==> config.mk <==
export PLATFORM = sky130hd
export DESIGN_NAME = x1_ioctl_loader
export DESIGN_NICKNAME = d
export VERILOG_FILES = /design/src/rtl/x1_ioctl_loader.sv
export SDC_FILE = /design/constraint.sdc
export NUM_CORES = 1
export LEC_CHECK = 0
export ABC_CLOCK_PERIOD_IN_PS = 5910
export BUFFER_PORTS_ARGS = -buffer_cell sky130_fd_sc_hd__buf_2
export CAP_MARGIN = 40
export CORE_UTILIZATION = 55
export CTS_CLUSTER_DIAMETER = 120
export DETAILED_ROUTE_END_ITERATION = 12
export PLACE_DENSITY = 0.79
export SETUP_SLACK_MARGIN = 0.5
export SYNTH_ARGS = -nofsm -noshare
export SYNTH_HDL_FRONTEND = slang
export SYNTH_SLANG_ARGS = --single-unit
export TNS_END_PERCENT = 100
==> constraint.sdc <==
create_clock -name clk_sys_i -period 5.91 [get_ports clk_sys_i]
set_clock_uncertainty 0.1 [all_clocks]
set_input_delay 0.8865 -clock clk_sys_i [delete_from_list [all_inputs] [get_ports clk_sys_i]]
set_output_delay 0.8865 -clock clk_sys_i [all_outputs]
set_load 0.05 [all_outputs]
==> src/rtl/x1_ioctl_loader.sv <==
// Download loader: filters the ioctl byte stream by index, queues {addr, data} in a small FIFO
// and replays it over a req/ack write port. Optional checksum via X1_LOADER_CHECKSUM_EN.
module x1_ioctl_loader #(
   parameter int unsigned ADDR_W     = 17,
   parameter int unsigned FIFO_DEPTH = 4,
   parameter logic [7:0]  LOAD_INDEX = 8'h00
) (
   input  logic              clk_sys_i,
   input  logic              reset_i,
   input  logic              ioctl_download_i,
   input  logic [7:0]        ioctl_index_i,
   input  logic              ioctl_wr_i,
   input  logic [24:0]       ioctl_addr_i,
   input  logic [7:0]        ioctl_dout_i,
   output logic              ioctl_wait_o,
   output logic              mem_req_o,
   output logic [ADDR_W-1:0] mem_addr_o,
   output logic [7:0]        mem_din_o,
   input  logic              mem_ack_i,
   output logic              busy_o,
   output logic              done_o,
   output logic              err_o,
   output logic [15:0]       checksum_o
);

   localparam int unsigned PW = $clog2(FIFO_DEPTH);
   localparam int unsigned CW = PW + 1;
   localparam logic [CW-1:0] DepthC    = CW'(FIFO_DEPTH);
   localparam logic [CW-1:0] WaitLevel = CW'(FIFO_DEPTH - 1);

   typedef enum logic [1:0] {StIdle, StLoad, StDrain, StDone} state_e;

   state_e            state_q, state_d;
   logic              download_q;
   logic [PW-1:0]     wr_ptr_q, wr_ptr_d, rd_ptr_q, rd_ptr_d;
   logic [CW-1:0]     count_q, count_d, avail;
   logic              mem_req_q, mem_req_d;
   logic [ADDR_W-1:0] mem_addr_q, mem_addr_d;
   logic [7:0]        mem_din_q, mem_din_d;
   logic              wait_q, busy_q, done_q, err_q, err_d;

   logic [ADDR_W-1:0] addr_mem_q [FIFO_DEPTH];
   logic [7:0]        data_mem_q [FIFO_DEPTH];

   logic accept, in_range, full, push, pop, drop_err, rise;

   always_comb begin
      accept   = ioctl_download_i & ioctl_wr_i & (ioctl_index_i == LOAD_INDEX);
      in_range = (ioctl_addr_i >> ADDR_W) == 25'd0;
      full     = (count_q == DepthC);
      push     = accept & in_range & ~full;
      drop_err = accept & (~in_range | full);
      pop      = mem_req_q & mem_ack_i;
      rise     = ioctl_download_i & ~download_q;

      wr_ptr_d = wr_ptr_q + PW'(push);
      rd_ptr_d = rd_ptr_q + PW'(pop);
      count_d  = count_q + CW'(push) - CW'(pop);

      // Entries already in storage this cycle; a push shows up one cycle later.
      avail      = count_q - CW'(pop);
      mem_req_d  = (avail != '0);
      mem_addr_d = mem_req_d ? addr_mem_q[rd_ptr_d] : '0;
      mem_din_d  = mem_req_d ? data_mem_q[rd_ptr_d] : '0;

      // An error raised in the LOAD-entry cycle survives the clear.
      err_d = (rise ? 1'b0 : err_q) | drop_err;

      state_d = state_q;
      unique case (state_q)
         StIdle:  if (rise) state_d = StLoad;
         StLoad:  if (!ioctl_download_i) state_d = StDrain;
         StDrain: begin
            if (rise) state_d = StLoad;
            else if (count_q == '0 && !mem_req_q) state_d = StDone;
         end
         StDone:  state_d = StIdle;
         default: state_d = StIdle;
      endcase
   end

   always_ff @(posedge clk_sys_i) begin
      if (reset_i) begin
         state_q    <= StIdle;
         download_q <= 1'b0;
         wr_ptr_q   <= '0;
         rd_ptr_q   <= '0;
         count_q    <= '0;
         mem_req_q  <= 1'b0;
         mem_addr_q <= '0;
         mem_din_q  <= '0;
         wait_q     <= 1'b0;
         busy_q     <= 1'b0;
         done_q     <= 1'b0;
         err_q      <= 1'b0;
      end else begin
         state_q    <= state_d;
         download_q <= ioctl_download_i;
         wr_ptr_q   <= wr_ptr_d;
         rd_ptr_q   <= rd_ptr_d;
         count_q    <= count_d;
         mem_req_q  <= mem_req_d;
         mem_addr_q <= mem_addr_d;
         mem_din_q  <= mem_din_d;
         wait_q     <= (count_d >= WaitLevel);
         busy_q     <= (state_d != StIdle);
         done_q     <= (state_d == StDone);
         err_q      <= err_d;
      end
   end

   // Storage is not reset; validity is tracked by the pointers.
   always_ff @(posedge clk_sys_i) begin
      if (push) begin
         addr_mem_q[wr_ptr_q] <= ioctl_addr_i[ADDR_W-1:0];
         data_mem_q[wr_ptr_q] <= ioctl_dout_i;
      end
   end

`ifdef X1_LOADER_CHECKSUM_EN
   logic [15:0] checksum_q, checksum_d;

   always_comb begin
      checksum_d = rise ? 16'h0000 : checksum_q;
      if (push) checksum_d = checksum_d + {8'h00, ioctl_dout_i};
   end

   always_ff @(posedge clk_sys_i) begin
      if (reset_i) checksum_q <= 16'h0000;
      else         checksum_q <= checksum_d;
   end

   assign checksum_o = checksum_q;
`else
   assign checksum_o = 16'h0000;
`endif

   assign ioctl_wait_o = wait_q;
   assign mem_req_o    = mem_req_q;
   assign mem_addr_o   = mem_addr_q;
   assign mem_din_o    = mem_din_q;
   assign busy_o       = busy_q;
   assign done_o       = done_q;
   assign err_o        = err_q;

endmodule

==> results.md <==
- Result of the run: finished with violations
- Failing checks: design-rule violations
- Slew HR: 56.5%
- Largest net degree at the start of global routing: 27
- Total core area: 0.00889 mm2
- Drt first pass iters: 10
- Final period util: 48.9%
- Slowest CP cell: nor4bb_1
- WS Path Type: primary input to flip-flop
- Max Clk Rate: 346 MHz
- Required @ worst endpoint: 6.21 ns
- CTS Root Cell: clkbuf_8
- Die width: 98.5 um
- DP Wirelength: 5.01 mm
- Clock insertion delay at the later pin of the skew report: 0.51 ns
- Die Height: 98.5 um
- CP Capture Type: flip-flop
- Top Metal Used: met4
- Met3 wire len: 365 um
- Filler cell count: 550
- Starting Density: 57.6%
- Vias in the first global route: 2,659
- Die area: 0.00971 mm2
- Violation count after the first detailed-route iteration: 128
- All-Layer GR Usage: 19.1%
- CTS Buf Count: 17
- Distinct cells, synth: 34
- Worst-path clk slew: 0.06 ns
- CP max stage delay: 0.38 ns
- Wire length on met2: 4.46 mm
- Drt via density: 5.37
- Grt ovf: 0
- Avg WL per Cell: 17.2 um
- Leading cell types in the layout, fill and taps excluded: edfxtp_1 (100), buf_2 (75), dfxtp_1 (40)
- Multi-input gate area: 0.00122 mm2
- Hold crit path type: flip-flop to flip-flop
- CTS tree: done
- Setup violations, final: 0
- Clk sink count: 140
- Total number of vias: 2,619
- Ports: 92
- PwrDens: 438 mW/mm2
- Register Area: 0.00380 mm2
- CP Cell Sequence: buf_2, nor4bb_1, nand3_1, nand2b_1, ha_1, inv_1, ha_1, inv_1, fa_1, xnor3_1, nor2_1, a21o_1
- CP Data Arrival Time: 3.19 ns
- Share of cells above drive strength 1: 38.4%
- Hold Fails Final Rpt: 0
- MaxCap Viol Count: 0
- Post-route ant nets: 0
- Largest fanout on the critical path: 6
- Post-layout min period: 2.89 ns
- Slew Limit Fails: 0
- H-tree depth: 4
- Post-route DRC: 5
- Initial antenna violation count: 0
- Synth warnings: 0
- Drt total wl: 8.39 mm
- RSZ-0062 raised after global routing: false
- CTS max path bufs: 2
- # rows: 34
- Port bufs: 75
- # hold bufs at CTS: 0
- RePlAce Congestion: 0.739
- Most common cell after layout, fill and taps aside: edfxtp_1
- Synth Area per Inst: 18.6 um2
- Post-CTS setup buffer count: 0
- Total Nets Final: 419
- Measured slew at the worst slew-check pin: 0.652 ns
- DRT met1 WL: 3.43 mm
- Leakage: 0.00227 uW
- # diodes: 0
- Setup TNS: 0 ns
- CP startpoint kind: primary input
- Post-synthesis cell area: 0.00512 mm2
- Syn Inst Count: 276
- Worst vdd ir: 270 uV
- Total power: 2720 uW
- First-pass GRT wire length: 13.1 mm
- Area Overhead vs Synth: 21.0%
- Seq/Total Area, Yosys: 74.2%
- Resized cells post-CTS: 0
- Flops & latches, synth: 140
path summary, 6_finish.rpt:
kind	startpoint	end	slack, ns	depth (start not counted)
setup / recovery	ioctl_download_i	ioctl_wait_o	3.02	12
setup reg to reg	count_q[1]	ioctl_wait_o	3.49	11
hold reg to reg	err_o	err_o	0.41	2
hold / removal	err_o	err_o	0.41	2
worst max-delay path, delay by kind of cell:
| kind | cells | cell delay, ns |
|---|---|---|
| compound gates | 1 | 0.16 |
| xor+xnor | 1 | 0.20 |
| simple gates | 4 | 0.97 |
| fa+ha+maj | 3 | 0.76 |
| buf+inv | 3 | 0.21 |
Yosys cell counts, drive strengths merged:
cell type  count  area share [%]
nor2b         31             3.8
xnor2          2            0.34
edfxtp       100              59
fa             1            0.39
nor3b          1            0.15
nor2           8            0.59
nand2b         2            0.24
a311oi         1            0.17
xor2           1            0.32
a31o           1            0.17
nor4bb         1            0.20
dfxtp         40              16
inv            9            0.66
ha             5             1.2
xnor3          1            0.44
nand3b         1            0.15
nor3           2            0.20
nand4b         1            0.17
nand3          2            0.20
a211o          1            0.17
mux4          25              11
a31oi          1            0.12
a211oi         2            0.29
a21oi          1           0.098
and2           1            0.12
clkbuf         3            0.22
o21ai          1           0.098
conb           1           0.073
nor4           6            0.73
or4            2            0.37
a21o           1            0.15
buf           21             3.0
kinds of logic (layout without fill, tap and decap cells):
family          after synthesis  count (layout)  synth area share (%)
flops                       140             140                  74.2
simple gates                 58              58                  6.89
buf+inv                      33             122                  3.86
mux                          25              25                  11.0
compound gates                9               9                  1.27
fa+ha+maj                     6               6                  1.61
xor+xnor                      4               4                  1.10
other cells                   1              16                0.0732
layout make-up:
| class | instances | share of cell area (%) |
|---|---|---|
| Sequential cell | 140 | 61.3 |
| Clock buffer | 17 | 6.68 |
| Multi-Input combinational cell | 118 | 19.7 |
| Timing Repair Buffer | 81 | 7.30 |
| Inverter | 9 | 0.545 |
| Tap cell | 108 | 2.18 |
| Clock inverter | 15 | 2.30 |
stage by stage:
step / hold slack, ns / util [%] / area, um2 / std cells / worst slack, ns
after floorplan: 0.380 / - / 5180 / 291 / 1.18
after global placement: 0.393 / 62.9 / 5600 / 454 / 2.56
after detailed placement: 0.395 / 63.5 / 5640 / 456 / 2.50
after CTS: 0.410 / 69.7 / 6200 / 488 / 3.03
after global routing: 0.435 / 69.7 / 6200 / 488 / 2.86
final: 0.407 / 69.7 / 6200 / 488 / 3.02
state kept, by name (all words and copies together) (netlist names):
signal        cells
wr_ptr_q          2
ioctl_wait_o      1
state_q           2
rd_ptr_q          2
mem_req_o         1
err_o             1
download_q        1
busy_o            1
done_o            1
count_q           3
addr_mem_q       68
mem_addr_o       17
data_mem_q       32
mem_din_o         8
where the power goes:
part / internal, uW / total (uW) / switching [uW]
registers: 1110 / 1140 / 26.4
logic: 215 / 595 / 380
clock network: 541 / 983 / 442
routing by layer:
layer  track usage [%]  up-vias
met5                 0        -
met4              8.38        0
met3              6.81       11
met2              32.7       80
met1              21.8     1317
li1                  -     1211
(Power assumes the default switching activity.)
